## src/rtl/exmem_elastic_stage_pkg.sv

```systemverilog
// Shared definitions for the EX/MEM elastic stage.
//   WB_REGWRITE              : bit of the writeback control that enables a register write
//   MEM_READ/WRITE/BRANCH    : bits of the memory control field
//   skid_state_e             : storage occupancy (EMPTY, ONE = main only, TWO = main + skid)
package exmem_pkg;

  localparam int unsigned WB_REGWRITE = 0;
  localparam int unsigned MEM_READ    = 0;
  localparam int unsigned MEM_WRITE   = 1;
  localparam int unsigned MEM_BRANCH  = 2;

  typedef enum logic [1:0] {
    EMPTY = 2'd0,
    ONE   = 2'd1,
    TWO   = 2'd2
  } skid_state_e;

endpackage

```

## src/rtl/exmem_elastic_stage_if.sv

```systemverilog
// Handshake and field bundle between the EX stage, the EX/MEM elastic stage and the MEM stage.
//   Input side : in_valid/in_ready plus wb_i, mem_i, pc_i, zero_i, alu_i, src2_i, rd_i, funct_i
//   Output side: out_valid/out_ready plus wb_o, mem_o, pc_o, zero_o, addr_o, wdata_o, rd_o,
//                funct_o, br_taken_o and the forwarding tap fwd_valid/fwd_rd/fwd_data
//   slave  : view of the stage itself
//   master : view of the surrounding pipeline (EX producer + MEM consumer)
interface exmem_elastic_stage_if #(
  parameter int unsigned PC_WIDTH    = 9,
  parameter int unsigned DATA_WIDTH  = 32,
  parameter int unsigned RADDR_WIDTH = 5,
  parameter int unsigned FUNCT_WIDTH = 4,
  parameter int unsigned WB_WIDTH    = 2,
  parameter int unsigned MEM_WIDTH   = 3
);
  import exmem_pkg::*;

  logic                   in_valid;
  logic                   in_ready;
  logic [WB_WIDTH-1:0]    wb_i;
  logic [MEM_WIDTH-1:0]   mem_i;
  logic [PC_WIDTH-1:0]    pc_i;
  logic                   zero_i;
  logic [DATA_WIDTH-1:0]  alu_i;
  logic [DATA_WIDTH-1:0]  src2_i;
  logic [RADDR_WIDTH-1:0] rd_i;
  logic [FUNCT_WIDTH-1:0] funct_i;

  logic                   out_valid;
  logic                   out_ready;
  logic [WB_WIDTH-1:0]    wb_o;
  logic [MEM_WIDTH-1:0]   mem_o;
  logic [PC_WIDTH-1:0]    pc_o;
  logic                   zero_o;
  logic [DATA_WIDTH-1:0]  addr_o;
  logic [DATA_WIDTH-1:0]  wdata_o;
  logic [RADDR_WIDTH-1:0] rd_o;
  logic [FUNCT_WIDTH-1:0] funct_o;
  logic                   br_taken_o;

  logic                   fwd_valid;
  logic [RADDR_WIDTH-1:0] fwd_rd;
  logic [DATA_WIDTH-1:0]  fwd_data;

  modport slave (
    input  in_valid, wb_i, mem_i, pc_i, zero_i, alu_i, src2_i, rd_i, funct_i, out_ready,
    output in_ready, out_valid, wb_o, mem_o, pc_o, zero_o, addr_o, wdata_o, rd_o, funct_o,
           br_taken_o, fwd_valid, fwd_rd, fwd_data
  );

  modport master (
    output in_valid, wb_i, mem_i, pc_i, zero_i, alu_i, src2_i, rd_i, funct_i, out_ready,
    input  in_ready, out_valid, wb_o, mem_o, pc_o, zero_o, addr_o, wdata_o, rd_o, funct_o,
           br_taken_o, fwd_valid, fwd_rd, fwd_data
  );

endinterface

```

## src/rtl/exmem_elastic_stage_skid.sv

```systemverilog
// Generic 2-entry valid/ready skid store with flush.
//   clk, rst        : clock, synchronous active-high reset (clears data and occupancy)
//   flush           : drop everything held and the beat offered this cycle
//   in_valid/in_ready/in_data    : producer side; in_ready depends only on registers
//   out_valid/out_ready/out_data : consumer side; out_data is always the main (head) entry
module skid_buffer
  import exmem_pkg::*;
#(
  parameter int unsigned W = 8
) (
  input  logic         clk,
  input  logic         rst,
  input  logic         flush,
  input  logic         in_valid,
  output logic         in_ready,
  input  logic [W-1:0] in_data,
  output logic         out_valid,
  input  logic         out_ready,
  output logic [W-1:0] out_data
);

  skid_state_e  state_q, state_d;
  logic [W-1:0] main_q, main_d;
  logic [W-1:0] skid_q, skid_d;
  logic         accept;
  logic         consume;

  // Occupancy is the state itself: main valid in ONE/TWO, skid valid only in TWO.
  assign in_ready  = (state_q != TWO);
  assign out_valid = (state_q != EMPTY);
  assign out_data  = main_q;

  assign accept  = in_valid & in_ready;
  assign consume = out_valid & out_ready;

  always_comb begin
    state_d = state_q;
    main_d  = main_q;
    skid_d  = skid_q;
    case (state_q)
      EMPTY: begin
        if (accept) begin
          main_d  = in_data;
          state_d = ONE;
        end
      end
      ONE: begin
        if (accept && consume) begin
          main_d = in_data;
        end else if (accept) begin
          skid_d  = in_data;
          state_d = TWO;
        end else if (consume) begin
          state_d = EMPTY;
        end
      end
      TWO: begin
        if (consume) begin
          main_d  = skid_q;
          state_d = ONE;
        end
      end
      default: state_d = EMPTY;
    endcase
    // Flush drops the incoming beat entirely, so stored data is left untouched and the
    // invalid outputs keep showing the last stored values.
    if (flush) begin
      state_d = EMPTY;
      main_d  = main_q;
      skid_d  = skid_q;
    end
  end

  always_ff @(posedge clk) begin
    if (rst) begin
      state_q <= EMPTY;
      main_q  <= '0;
      skid_q  <= '0;
    end else begin
      state_q <= state_d;
      main_q  <= main_d;
      skid_q  <= skid_d;
    end
  end

endmodule

```

## src/rtl/exmem_elastic_stage.sv

```systemverilog
// EX/MEM pipeline boundary with valid/ready on both sides.
//   clk, rst : clock, synchronous active-high reset
//   flush    : squash held beats and any beat offered in the same cycle
//   bus      : exmem_elastic_stage_if slave view (EX-side inputs, MEM-side outputs,
//              branch-taken and forwarding tap for the EX hazard unit)
// All fields are packed into a single payload held by skid_buffer; control fields are
// forced to zero while no beat is valid so MEM/WB see no side effects.
module exmem_elastic_stage
  import exmem_pkg::*;
#(
  parameter int unsigned PC_WIDTH    = 9,
  parameter int unsigned DATA_WIDTH  = 32,
  parameter int unsigned RADDR_WIDTH = 5,
  parameter int unsigned FUNCT_WIDTH = 4,
  parameter int unsigned WB_WIDTH    = 2,
  parameter int unsigned MEM_WIDTH   = 3
) (
  input logic                  clk,
  input logic                  rst,
  input logic                  flush,
  exmem_elastic_stage_if.slave bus
);

  localparam int unsigned W = WB_WIDTH + MEM_WIDTH + PC_WIDTH + 1 + 2 * DATA_WIDTH
                            + RADDR_WIDTH + FUNCT_WIDTH;

  logic [W-1:0]           in_payload;
  logic [W-1:0]           head;
  logic                   head_valid;

  logic [WB_WIDTH-1:0]    head_wb;
  logic [MEM_WIDTH-1:0]   head_mem;
  logic [PC_WIDTH-1:0]    head_pc;
  logic                   head_zero;
  logic [DATA_WIDTH-1:0]  head_alu;
  logic [DATA_WIDTH-1:0]  head_src2;
  logic [RADDR_WIDTH-1:0] head_rd;
  logic [FUNCT_WIDTH-1:0] head_funct;

  assign in_payload = {bus.wb_i, bus.mem_i, bus.pc_i, bus.zero_i,
                       bus.alu_i, bus.src2_i, bus.rd_i, bus.funct_i};

  skid_buffer #(
    .W(W)
  ) u_skid (
    .clk       (clk),
    .rst       (rst),
    .flush     (flush),
    .in_valid  (bus.in_valid),
    .in_ready  (bus.in_ready),
    .in_data   (in_payload),
    .out_valid (head_valid),
    .out_ready (bus.out_ready),
    .out_data  (head)
  );

  assign {head_wb, head_mem, head_pc, head_zero,
          head_alu, head_src2, head_rd, head_funct} = head;

  assign bus.out_valid  = head_valid;
  assign bus.wb_o       = head_valid ? head_wb  : '0;
  assign bus.mem_o      = head_valid ? head_mem : '0;
  assign bus.pc_o       = head_pc;
  assign bus.zero_o     = head_zero;
  assign bus.addr_o     = head_alu;
  assign bus.wdata_o    = head_src2;
  assign bus.rd_o       = head_rd;
  assign bus.funct_o    = head_funct;

  assign bus.br_taken_o = head_valid & head_mem[MEM_BRANCH] & head_zero;

  // x0 is hard-wired zero, so a write to it must never be forwarded.
  assign bus.fwd_valid  = head_valid & head_wb[WB_REGWRITE] & (head_rd != '0);
  assign bus.fwd_rd     = head_rd;
  assign bus.fwd_data   = head_alu;

endmodule

```

## src/flat_wrapper.sv

```systemverilog
// flat-port wrapper written by rule: the top's interface ports become plain ports
module exmem_elastic_stage_flat import exmem_pkg::*;
#(
  parameter int unsigned PC_WIDTH    = 9,
  parameter int unsigned DATA_WIDTH  = 32,
  parameter int unsigned RADDR_WIDTH = 5,
  parameter int unsigned FUNCT_WIDTH = 4,
  parameter int unsigned WB_WIDTH    = 2,
  parameter int unsigned MEM_WIDTH   = 3
)
  (clk, rst, flush, bus_in_valid, bus_wb_i, bus_mem_i, bus_pc_i, bus_zero_i, bus_alu_i, bus_src2_i, bus_rd_i, bus_funct_i, bus_out_ready, bus_in_ready, bus_out_valid, bus_wb_o, bus_mem_o, bus_pc_o, bus_zero_o, bus_addr_o, bus_wdata_o, bus_rd_o, bus_funct_o, bus_br_taken_o, bus_fwd_valid, bus_fwd_rd, bus_fwd_data);
  exmem_elastic_stage_if #(.PC_WIDTH(PC_WIDTH), .DATA_WIDTH(DATA_WIDTH), .RADDR_WIDTH(RADDR_WIDTH), .FUNCT_WIDTH(FUNCT_WIDTH), .WB_WIDTH(WB_WIDTH), .MEM_WIDTH(MEM_WIDTH)) bus_i ();
  input logic clk;
  input logic rst;
  input logic flush;
  input wire logic [$bits(bus_i.in_valid)-1:0] bus_in_valid;
  input wire logic [$bits(bus_i.wb_i)-1:0] bus_wb_i;
  input wire logic [$bits(bus_i.mem_i)-1:0] bus_mem_i;
  input wire logic [$bits(bus_i.pc_i)-1:0] bus_pc_i;
  input wire logic [$bits(bus_i.zero_i)-1:0] bus_zero_i;
  input wire logic [$bits(bus_i.alu_i)-1:0] bus_alu_i;
  input wire logic [$bits(bus_i.src2_i)-1:0] bus_src2_i;
  input wire logic [$bits(bus_i.rd_i)-1:0] bus_rd_i;
  input wire logic [$bits(bus_i.funct_i)-1:0] bus_funct_i;
  input wire logic [$bits(bus_i.out_ready)-1:0] bus_out_ready;
  output wire logic [$bits(bus_i.in_ready)-1:0] bus_in_ready;
  output wire logic [$bits(bus_i.out_valid)-1:0] bus_out_valid;
  output wire logic [$bits(bus_i.wb_o)-1:0] bus_wb_o;
  output wire logic [$bits(bus_i.mem_o)-1:0] bus_mem_o;
  output wire logic [$bits(bus_i.pc_o)-1:0] bus_pc_o;
  output wire logic [$bits(bus_i.zero_o)-1:0] bus_zero_o;
  output wire logic [$bits(bus_i.addr_o)-1:0] bus_addr_o;
  output wire logic [$bits(bus_i.wdata_o)-1:0] bus_wdata_o;
  output wire logic [$bits(bus_i.rd_o)-1:0] bus_rd_o;
  output wire logic [$bits(bus_i.funct_o)-1:0] bus_funct_o;
  output wire logic [$bits(bus_i.br_taken_o)-1:0] bus_br_taken_o;
  output wire logic [$bits(bus_i.fwd_valid)-1:0] bus_fwd_valid;
  output wire logic [$bits(bus_i.fwd_rd)-1:0] bus_fwd_rd;
  output wire logic [$bits(bus_i.fwd_data)-1:0] bus_fwd_data;
  assign bus_i.in_valid = bus_in_valid;
  assign bus_i.wb_i = bus_wb_i;
  assign bus_i.mem_i = bus_mem_i;
  assign bus_i.pc_i = bus_pc_i;
  assign bus_i.zero_i = bus_zero_i;
  assign bus_i.alu_i = bus_alu_i;
  assign bus_i.src2_i = bus_src2_i;
  assign bus_i.rd_i = bus_rd_i;
  assign bus_i.funct_i = bus_funct_i;
  assign bus_i.out_ready = bus_out_ready;
  assign bus_in_ready = bus_i.in_ready;
  assign bus_out_valid = bus_i.out_valid;
  assign bus_wb_o = bus_i.wb_o;
  assign bus_mem_o = bus_i.mem_o;
  assign bus_pc_o = bus_i.pc_o;
  assign bus_zero_o = bus_i.zero_o;
  assign bus_addr_o = bus_i.addr_o;
  assign bus_wdata_o = bus_i.wdata_o;
  assign bus_rd_o = bus_i.rd_o;
  assign bus_funct_o = bus_i.funct_o;
  assign bus_br_taken_o = bus_i.br_taken_o;
  assign bus_fwd_valid = bus_i.fwd_valid;
  assign bus_fwd_rd = bus_i.fwd_rd;
  assign bus_fwd_data = bus_i.fwd_data;
  exmem_elastic_stage #(.PC_WIDTH(PC_WIDTH), .DATA_WIDTH(DATA_WIDTH), .RADDR_WIDTH(RADDR_WIDTH), .FUNCT_WIDTH(FUNCT_WIDTH), .WB_WIDTH(WB_WIDTH), .MEM_WIDTH(MEM_WIDTH)) u_core (.clk(clk), .rst(rst), .flush(flush), .bus(bus_i));
endmodule
```

## config.mk

```make
export PLATFORM = sky130hd
export DESIGN_NAME = exmem_elastic_stage_flat
export DESIGN_NICKNAME = d
export VERILOG_FILES = /design/src/rtl/exmem_elastic_stage_pkg.sv /design/src/rtl/exmem_elastic_stage_if.sv /design/src/rtl/exmem_elastic_stage_skid.sv /design/src/rtl/exmem_elastic_stage.sv /design/src/flat_wrapper.sv
export SDC_FILE = /design/constraint.sdc
export NUM_CORES = 1
export LEC_CHECK = 0
export BUFFER_PORTS_ARGS = -buffer_cell sky130_fd_sc_hd__buf_2
export CORE_MARGIN = 2
export CORE_UTILIZATION = 55
export CTS_BUF_LIST = sky130_fd_sc_hd__clkbuf_8
export DETAILED_ROUTE_END_ITERATION = 16
export PLACE_DENSITY = 0.82
export SYNTH_ARGS = -nofsm -noshare
export SYNTH_HDL_FRONTEND = slang
export SYNTH_SLANG_ARGS = --single-unit
```

## constraint.sdc

```tcl
create_clock -name clk -period 1.6 [get_ports clk]
set_input_delay 0.08 -clock clk [delete_from_list [all_inputs] [get_ports clk]]
set_output_delay 0.08 -clock clk [all_outputs]
set_load 0.02 [all_outputs]
```

==> out/metrics.yaml <==
outcome: "complete, but fails checks"
violations: "setup timing"
top_layer: "met4"
worstSetupPathType: "reg2out"
track_usage: 0.249
path_clk_slew_ps: 80
cts_tree: "done"
nets: 1271
wl_met1_mm: 9.27
worstPathRequired_ps: 1520
ys_ff_latch: 178
wl_per_cell_um: 15.5
syn_inst: 1035
fin_ws_ps: -86.2
num_rows: 46
synth_nets: 1128
crit-reg2reg-launch: "u_core.u_skid.state_q[0]"
timing.slew.headroom: 0.679
min_to: "u_core.u_skid.state_q[0]"
reg2reg_depth: 6
cp_data_arrival_time_ps: 1610
min_period_ps: 1690
power_density_nw_per_um2: 846
worstReg2RegEnd: "u_core.u_skid.skid_q[36]"
crit_path_start_kind: "flop"
start_util: 0.559
core_um2: 15800
ff2ff_setup_slack_ps: 90
cts-buffers-inserted: 17
regArea_um2: 3570
ios: 222
grt_pass1_wl_mm: 34.0
insertion_delay_ps: 450
antenna_found_initial: 0
post_synth_main_area_contributors: "dfxtp_1, buf_4, mux2i_1"
setup.worst_path.end_class: "primary output"
wl_met2_mm: 10.6
max_clock_freq_mhz: 593
final_cells: 1406
p_leak_nw: 4.95
dp_hpwl_mm: 12.4
overflow: 0
place_congestion: 0.748
setup_violations: 1
htreeDepth: 4
finClkSkew_ps: 12.4
dp_cells: 1280
syn_area_um2: 8850
worstHoldPathCells: 4
cts.sinks: 178
drive_above_1_share: 0.246
viasPerCell: 5.46
dieHeight_um: 131
min_path_type: "in2reg"
fillers: 1180
p_total_mw: 9.04
drt-pass1-iter-count: 6
drv_slew: 0
yosys.cell_types.count: 25
synth_area_per_cell_um2: 8.55
rsz0062_at_grt: "yes"
vias: 7672
ir_drop_v: 0.000643
crit_fanout: 2
grt_start_max_net_pins: 84
cts_buffer_depth: 2
synth_top_area_share: 0.403
area_growth_pct: 20.9
period_share: 1.05
drv_cap: 0
die_w_um: 131
antenna_cells: 0
hold_viol: 0
dieArea_um2: 17100
postRouteAntennaNets: 0
routed_wirelength_mm: 21.9
root_buffer: "clkbuf_8"
synth_top_cell_by_area: "dfxtp_1"
drtIter0Drc: 496
hold_start: "bus_in_valid"
yosysSeqAreaShare: 0.403
drcViolationCount: 0
grt_pass1_vias: 7156
met3_length_mm: 1.38
io_buffers: 221
tightest_slew_ps: 482
yosysWarningCount: 0
multiInputGateArea_um2: 3960
## critical path, stage by stage (launching register included)
cell,delay (ps)
dfxtp_2,330
or4_1,510
o21a_1,190
buf_6,130
## power by group
group | total (mW) | internal (mW) | switching (mW)
combinational | 1.36 | 0.593 | 0.770
sequential | 4.64 | 4.56 | 0.0807
clock | 3.04 | 1.47 | 1.57
total | 9.04 | 6.63 | 2.42
## cell usage after synthesis (all sizes together)
master   instances
and3b            1
or4              1
buf            164
or2              1
a21oi           90
o21ai           88
o22a             1
and3             1
a2111oi          1
dfxtp          178
nand2          178
nor3             2
nor2b           89
nand2b           3
clkbuf          53
o41ai           88
mux2i           88
o21a             2
or3              1
and2             5
## kinds of logic (layout without fill, tap and decap cells)
logic type | count (synthesis) | in the layout | synth area share
buffers and inverters | 217 | 372 | 0.154
AO/OA/AOI/OAI | 270 | 270 | 0.192
flip-flops | 178 | 178 | 0.403
AND/OR/NAND/NOR | 282 | 282 | 0.151
multiplexers | 88 | 88 | 0.0996
## registers in the layout, indices dropped and copies added (netlist names)
name / flops
u_core.u_skid.out_data: 88
u_core.u_skid.state_q: 2
u_core.u_skid.skid_q: 88
## layout make-up
cell class,instances,share of cell area
tap,216,0.0253
clock buffer,23,0.0296
sequential,178,0.334
timing repair buffer,341,0.234
clock inverter,8,0.00737
multi-input combinational,640,0.370
## cells in the final DEF (no fill, tap or decap), types with 2 or more instances in the layout
cell type,n
inv_1,2
nor2b_1,88
buf_12,15
a21oi_1,89
and2_1,5
nand2b_4,2
buf_6,2
dfxtp_1,174
buf_2,218
clkinv_4,3
mux2i_1,88
nand2_1,178
dfxtp_2,3
dlygate4sd3_1,90
buf_4,12
o41ai_1,87
clkinvlp_4,2
o21a_1,2
clkbuf_8,24
o21ai_0,88
## worst max path at each step
stage / slack, ps / startpoint / endpoint
3_3_place_gp: 80 / u_core.u_skid.state_q[0] / u_core.u_skid.out_data[28]
2_1_floorplan: 130 / u_core.u_skid.state_q[0] / bus_fwd_valid
6_report: -90 / u_core.u_skid.out_data[5] / bus_fwd_valid
3_5_place_dp: 10 / u_core.u_skid.state_q[1] / u_core.u_skid.out_data[22]
5_1_grt: -150 / u_core.u_skid.out_data[5] / bus_fwd_valid
4_1_cts: -100 / u_core.u_skid.out_data[5] / bus_fwd_valid
## stage by stage
| step | hold WS (ps) | TNS [ps] | setup WS (ps) | cell area, um^2 | util |
|---|---|---|---|---|---|
| after floorplan | 172 | 0 | 131 | 8850 | - |
| after global placement | 326 | 0 | 82.9 | 9280 | 0.586 |
| after detailed placement | 336 | 0 | 14.7 | 9280 | 0.586 |
| after CTS | 40.8 | -99.7 | -99.7 | 10600 | 0.672 |
| after global routing | 88.1 | -149 | -149 | 10700 | 0.676 |
| final | 67.1 | -86.2 | -86.2 | 10700 | 0.676 |
## layer usage
metal,vias to the layer above,GRT usage
li1,3760,-
met1,3579,0.309
met2,281,0.414
met3,52,0.0517
met4,0,0.120
met5,-,0
## what timing repair did
action	4_1_cts	5_1_grt
hold endpoints to repair	176	0
pin swaps	0	1
setup endpoints to repair	8	24
cloned	1	1
hold buffers	90	0
gates resized for setup	7	6
setup buffers	1	2
Power figures use the tool's default switching activity.
